[src/rtl/cordic_vec_sched.sv]
// Round-robin scheduler sharing one pipelined CORDIC vectoring unit between two I/Q channels.
// Optional phase-difference output is enabled by defining CORDIC_SCHED_PHASE_DIFF_EN.
module cordic_vec_sched #(
    parameter int CORDIC_LAT = 18
) (
    input  logic        clk,
    input  logic        rst,
    input  logic        en,
    input  logic [1:0]  req_valid,
    output logic [1:0]  req_ready,
    input  logic [15:0] req_x0,
    input  logic [15:0] req_y0,
    input  logic [15:0] req_x1,
    input  logic [15:0] req_y1,
    output logic [31:0] cordic_x,
    output logic [31:0] cordic_y,
    output logic        cordic_start,
    input  logic [31:0] cordic_angle,
    input  logic [31:0] cordic_mozhi,
    output logic        res_valid,
    output logic        res_ch,
    output logic [31:0] res_angle,
    output logic [31:0] res_mag,
    output logic [4:0]  inflight
`ifdef CORDIC_SCHED_PHASE_DIFF_EN
    ,
    output logic        pd_valid,
    output logic [31:0] pd
`endif
);

    function automatic logic signed [15:0] clamp16(input logic signed [15:0] v);
        return (v == 16'sh8000) ? 16'sh8001 : v;
    endfunction

    function automatic logic signed [31:0] unflip(input logic signed [31:0] a, input logic f);
        if (!f)
            return a;
        return (a <= 32'sd0) ? a + 32'sd180 : a - 32'sd180;
    endfunction

    logic                  rr;
    logic                  hs;
    logic                  gnt_ch;
    logic signed [15:0]    sel_x, sel_y, cx, cy;
    logic signed [31:0]    ex, ey;
    logic                  flip_in;
    logic signed [31:0]    ang_in;
    logic [CORDIC_LAT:0]   vld_p, ch_p, flip_p;

    always_comb begin
        req_ready = 2'b00;
        if (en) begin
            case (req_valid)
                2'b01:   req_ready = 2'b01;
                2'b10:   req_ready = 2'b10;
                2'b11:   req_ready = rr ? 2'b10 : 2'b01;
                default: req_ready = 2'b00;
            endcase
        end
    end

    assign hs     = |(req_valid & req_ready);
    assign gnt_ch = req_ready[1];

    // Left-half-plane vectors are rotated by 180 degrees so the CORDIC only sees x >= 0
    always_comb begin
        sel_x   = gnt_ch ? req_x1 : req_x0;
        sel_y   = gnt_ch ? req_y1 : req_y0;
        cx      = clamp16(sel_x);
        cy      = clamp16(sel_y);
        flip_in = cx[15];
        ex      = {{16{cx[15]}}, cx};
        ey      = {{16{cy[15]}}, cy};
    end

    // Issue stage: arbiter pointer, CORDIC operands, sticky start
    always_ff @(posedge clk or posedge rst) begin
        if (rst) begin
            rr           <= 1'b0;
            cordic_start <= 1'b0;
            cordic_x     <= '0;
            cordic_y     <= '0;
        end else if (hs) begin
            rr           <= ~gnt_ch;
            cordic_start <= 1'b1;
            cordic_x     <= flip_in ? -ex : ex;
            cordic_y     <= flip_in ? -ey : ey;
        end
    end

    // Tag pipeline: mirrors the CORDIC latency, never stalls
    always_ff @(posedge clk or posedge rst) begin
        if (rst) begin
            vld_p  <= '0;
            ch_p   <= '0;
            flip_p <= '0;
        end else begin
            vld_p  <= {vld_p[CORDIC_LAT-1:0], hs};
            ch_p   <= {ch_p[CORDIC_LAT-1:0], gnt_ch};
            flip_p <= {flip_p[CORDIC_LAT-1:0], flip_in};
        end
    end

    assign ang_in = cordic_angle;

    // Output stage: quadrant correction and demux tag
    always_ff @(posedge clk or posedge rst) begin
        if (rst) begin
            res_valid <= 1'b0;
            res_ch    <= 1'b0;
            res_angle <= '0;
            res_mag   <= '0;
        end else begin
            res_valid <= vld_p[CORDIC_LAT];
            if (vld_p[CORDIC_LAT]) begin
                res_ch    <= ch_p[CORDIC_LAT];
                res_angle <= unflip(ang_in, flip_p[CORDIC_LAT]);
                res_mag   <= cordic_mozhi;
            end
        end
    end

    // Decrement on the edge that raises res_valid, so the count peaks at CORDIC_LAT+1
    always_ff @(posedge clk or posedge rst) begin
        if (rst)
            inflight <= '0;
        else begin
            case ({hs, vld_p[CORDIC_LAT]})
                2'b10:   inflight <= inflight + 5'd1;
                2'b01:   inflight <= inflight - 5'd1;
                default: inflight <= inflight;
            endcase
        end
    end

`ifdef CORDIC_SCHED_PHASE_DIFF_EN
    function automatic logic signed [31:0] wrap180(input logic signed [31:0] d);
        if (d > 32'sd180)
            return d - 32'sd360;
        if (d <= -32'sd180)
            return d + 32'sd360;
        return d;
    endfunction

    logic signed [31:0] hold_angle;
    logic               hold_vld;

    // Phase-difference stage: channel-0 angle held until a channel-1 result pairs with it
    always_ff @(posedge clk or posedge rst) begin
        if (rst) begin
            hold_angle <= '0;
            hold_vld   <= 1'b0;
            pd_valid   <= 1'b0;
            pd         <= '0;
        end else begin
            pd_valid <= res_valid && res_ch && hold_vld;
            if (res_valid && !res_ch) begin
                hold_angle <= res_angle;
                hold_vld   <= 1'b1;
            end
            if (res_valid && res_ch && hold_vld)
                pd <= wrap180(hold_angle - $signed(res_angle));
        end
    end
`endif

endmodule
[config.mk]
export PLATFORM = sky130hd
export DESIGN_NAME = cordic_vec_sched
export DESIGN_NICKNAME = d
export VERILOG_FILES = /design/src/rtl/cordic_vec_sched.sv
export SDC_FILE = /design/constraint.sdc
export NUM_CORES = 1
export LEC_CHECK = 0
export CELL_PAD_IN_SITES_DETAIL_PLACEMENT = 2
export CELL_PAD_IN_SITES_GLOBAL_PLACEMENT = 2
export CORE_MARGIN = 2
export CORE_UTILIZATION = 30
export CTS_BUF_LIST = sky130_fd_sc_hd__clkbuf_4 sky130_fd_sc_hd__clkbuf_8 sky130_fd_sc_hd__clkbuf_16
export DETAILED_ROUTE_END_ITERATION = 6
export PLACE_DENSITY_LB_ADDON = 0.1
export SETUP_SLACK_MARGIN = 0.3
export SLEW_MARGIN = 20
export SYNTH_ARGS = -nofsm -noshare
export SYNTH_HDL_FRONTEND = slang
export SYNTH_SLANG_ARGS = --single-unit
[constraint.sdc]
create_clock -name clk -period 7.5 [get_ports clk]
set_input_delay 1.5 -clock clk [delete_from_list [all_inputs] [get_ports clk]]
set_output_delay 1.5 -clock clk [all_outputs]
set_load 0.005 [all_outputs]
==> impl.org <==
** Route
- Total via count in the routed design :: ~7400
- After detailed routing, the number of remaining DRC violations is 0.
- For this block, the routed nets add up to between 20000 and 30000 µm of wire.
- Using the TritonRoute via totals, the vias-per-cell ratio works out to between 4 and 5.
- The count of nets left with antenna violations once routing finished came out at 0.
- Final routed wire length divided by cell count :: a little under 20 µm
- Iter 0 DRT Violations :: roughly 230
- TritonRoute pass-1 iters :: 4

** Worst setup path
- The worst setup path is captured at a flop.
- Maximum net fanout on the critical path :: 20
- Reg2reg setup slack :: 3600 ps
- The critical path is of the primary input to flop type.
- Required time of the critical path :: 7810 ps
- For the worst setup path, the data arrival time is 5910 ps.
- Kind of start point of the critical path :: primary input

** Timing
- Setup repair after global routing left no endpoint under its margin.
- The number of pins with negative max-slew slack in the final report was 0.
- Worst Skew :: ~6.2 ps
- Final setup violation count :: 0
- Final critical delay including setup and external delays :: approximately 5600 ps
- Final setup TNS :: 0 ps
- The number of hold-slack violations in the final timing report is 0.
- Fraction of the cycle the final worst path needs :: 74.8%
- For the pin with the worst max-slew slack, the measured transition is between 900 and 1000 ps.
- Timing would allow up to around 180 MHz.
- Worst slew margin relative to its limit :: around two fifths

** Power and ir drop
- Across the VDD grid, the largest voltage drop is 155 µV.
- Power density cells :: roughly 230 nW/µm²
- Reported leakage power :: approximately 5.7 nW

** Clock network
- Number of setup buffers added after CTS :: 0
- Clock H-tree levels :: 4
- Clock tree synthesis selected as its root buffer the cell sky130_fd_sc_hd__clkbuf_16.
- Post-CTS Resized :: 0
- After clock tree synthesis, the flow added hold-fix buffers numbering 0.
- Clock tree synthesis inserted a total of 17 buffers.
- The tree built by TritonCTS fans out to between 150 and 200 sinks.
- TritonCTS built the clock tree.
- Register clock-pin slew on the reported worst setup and hold paths :: 70 ps
- The later pin in the worst-skew pair is clocked with a latency of between 400 and 500 ps.
- Counting along the longest clock path gives a buffer depth of 2.

** Yosys
- Yosys mapped a number of flops with a built-in enable equal to 0.
- By instance count, the leading cell after synthesis is sky130_fd_sc_hd__dfrtp_1.
- Cell Area, Synth :: ~9400 µm²
- Of all flip-flops after synthesis, the portion carrying an async set or reset was 100%.
- Sequential area share after synthesis :: between 50% and 60%
- Library cell occupying the most area in the post-synthesis netlist :: sky130_fd_sc_hd__dfrtp_1
- Post-synthesis instance total :: roughly 840
- In the synthesized netlist, the cells that appear most often are sky130_fd_sc_hd__dfrtp_1, sky130_fd_sc_hd__nand2_1, sky130_fd_sc_hd__a21oi_1, sky130_fd_sc_hd__nor2_1, sky130_fd_sc_hd__o21ai_0.
- YS warnings :: 0
- By area the synthesized netlist is led by sky130_fd_sc_hd__dfrtp_1, sky130_fd_sc_hd__mux2_2, sky130_fd_sc_hd__ha_1, sky130_fd_sc_hd__mux2i_1, sky130_fd_sc_hd__a21oi_1.
- Yosys cell types :: 67
- Fraction of synthesized cell area taken by the top area cell type :: between 50% and 60%
- When the netlist entered floorplanning its net count stood at ~1000.
- In this run the mean area of a mapped cell was approximately 11 µm².
- The most used flip-flop cell after synthesis is sky130_fd_sc_hd__dfrtp_1.
- FF+latch count, synth :: roughly 190

** Floorplan
- Die Span Y :: between 150 and 200 µm
- Area enclosed by the die boundary :: 32600 µm²
- Core Footprint :: roughly 31000 µm²
- The initial utilization of the core area, before any placement, comes to a little under a third.
- Die X :: 181 µm
- I/O pin cnt :: between 200 and 300
- Rows :: 64

** Status
- Status :: complete, no violations

** Job
- The tool flagged a number of max-cap violations equal to 0.

** Placement
- After detailed placement, the total cell area comes to approximately 12000 µm².
- After legalization and detailed placement, the total HPWL measured roughly 22000 µm.
- The count of buffers added on input and output ports is 270.
- Global placer's final weighted congestion :: ~0.79
- Number of cells after detailed placement :: between 1000 and 1500

** Finish
- The multi-input combinational cells in the finished layout cover a total of 4290 µm².
- Relative to the synthesized area, the layout overhead comes to 40.0%.
- FILL cells :: 3198
- Number of nets in the finished design :: roughly 1300
- Cells with a size suffix above 1 make up 9.76% of the layout.
- Non-filler cells, final :: between 1500 and 2000
- The number of antenna diodes in the final layout is 0.
- In the final layout, flip-flops and latches occupy between 4000 and 5000 µm².
- Final core utilization :: about 43%
- After routing the design area is around 13000 µm².

** Global route
- Pin count of the biggest net entering global routing :: between 100 and 150
- All-layer global routing usage :: 18.4%
- Wire length of the first global-routing pass :: roughly 47000 µm
- Number of antenna violations at the first check in global routing :: 0
- Sum of overflow across all layers after global routing :: 0
- The number of global-route vias before repair is 8078.

** Min path
- Hold crit path type :: flop to flop
## path summary, 6_finish.rpt
| kind | endpoint | cells past startpoint | start |
|---|---|---|---|
| min reg2reg | vld_p[10] | 0 | vld_p[9] |
| max reg2reg | cordic_x[12] | 16 | rr |
| min | vld_p[10] | 0 | vld_p[9] |
| max in group asynchronous | vld_p[9] | 3 | rst |
| max | res_angle[30] | 16 | cordic_angle[2] |
| min in group asynchronous | res_valid | 2 | rst |
## routing by layer
| metal | part of all wire, % | global-route usage [%] | up-vias | routed length [µm] |
|---|---|---|---|---|
| met4 | 0.90 | 3.94 | 0 | 263 |
| met5 | 0 | 0 | - | 0 |
| met1 | 44 | 22.8 | 3697 | 12800 |
| met2 | 49 | 31.1 | 181 | 14200 |
| li1 | - | - | 3516 | - |
| met3 | 6.6 | 6.33 | 16 | 1920 |
## where the power goes
| part | switching [mW] | internal [mW] | total (mW) |
|---|---|---|---|
| Combinational | 0.358 | 0.435 | 0.792 |
| Sequential | 0.0804 | 1.18 | 1.26 |
| Clock | 0.425 | 0.538 | 0.963 |
## placed cells by master (no fill, tap or decap), types with 6 or more instances in the layout
cell type and count:
sky130_fd_sc_hd__xor2_1 26, sky130_fd_sc_hd__a21oi_1 56, sky130_fd_sc_hd__nand3_1 12, sky130_fd_sc_hd__mux2_2 39, sky130_fd_sc_hd__ha_1 35, sky130_fd_sc_hd__mux2i_1 43
sky130_fd_sc_hd__clkbuf_16 17, sky130_fd_sc_hd__o21ai_0 46, sky130_fd_sc_hd__clkdlybuf4s50_1 270, sky130_fd_sc_hd__nor4_1 9, sky130_fd_sc_hd__o21a_1 16, sky130_fd_sc_hd__a211oi_1 8
sky130_fd_sc_hd__o21bai_1 6, sky130_fd_sc_hd__xnor2_1 28, sky130_fd_sc_hd__nand2_1 67, sky130_fd_sc_hd__o21ai_1 11, sky130_fd_sc_hd__a21o_1 19, sky130_fd_sc_hd__and3_1 11
sky130_fd_sc_hd__buf_4 8, sky130_fd_sc_hd__dfrtp_1 193, sky130_fd_sc_hd__and2_1 17, sky130_fd_sc_hd__nor2_1 55, sky130_fd_sc_hd__inv_1 16, sky130_fd_sc_hd__a31oi_1 9
## state kept, by name, indices dropped and copies added (netlist names)
| name | flops |
|---|---|
| cordic_x | 32 |
| cordic_y | 32 |
| res_angle | 32 |
| res_mag | 32 |
| ch_p | 19 |
| flip_p | 19 |
| vld_p | 19 |
| inflight | 5 |
| cordic_start | 1 |
| res_ch | 1 |
| res_valid | 1 |
| rr | 1 |
## critical path, stage by stage
cell	delay, ps
sky130_fd_sc_hd__clkdlybuf4s50_1	520
sky130_fd_sc_hd__nor4_1	430
sky130_fd_sc_hd__nand4_1	210
sky130_fd_sc_hd__nor2_1	220
sky130_fd_sc_hd__nor2_2	140
sky130_fd_sc_hd__buf_4	250
sky130_fd_sc_hd__fa_1	440
sky130_fd_sc_hd__a211oi_1	410
sky130_fd_sc_hd__o21ai_1	160
sky130_fd_sc_hd__nand3_1	210
sky130_fd_sc_hd__o31ai_2	150
sky130_fd_sc_hd__a21oi_1	370
sky130_fd_sc_hd__o21ai_1	210
sky130_fd_sc_hd__a221oi_1	390
sky130_fd_sc_hd__xor2_1	180
sky130_fd_sc_hd__a31oi_1	100
## final cells by class
cell class	instances	share of cell area, %
clock buffer	20	3.42
clock inverter	10	1.15
inverter	20	0.631
multi-input combinational	595	32.8
sequential	194	37.1
tap	396	3.79
timing repair buffer	278	21.1
## kinds of logic (layout without fill, tap and decap cells)
family | after synthesis | after routing | share of synthesized area, %
AOI/OAI and AO/OA | 209 | 209 | 14.5
buffers and inverters | 52 | 328 | 2.36
and+or+nand+nor | 209 | 209 | 11.1
muxes | 86 | 86 | 9.89
xor gates and xnor gates | 54 | 54 | 5.06
adders and majority gates | 37 | 37 | 5.11
DFF | 194 | 194 | 51.9
## per-stage QoR
step	total power, mW	setup slack (ps)	hold WS [ps]
2_1_floorplan	1.63	716	331
3_3_place_gp	2.07	1600	332
3_5_place_dp	2.09	1420	336
4_1_cts	3.08	1900	352
5_1_grt	3.20	1560	355
6_report	3.02	1890	348
Power figures use the tool's default switching activity.
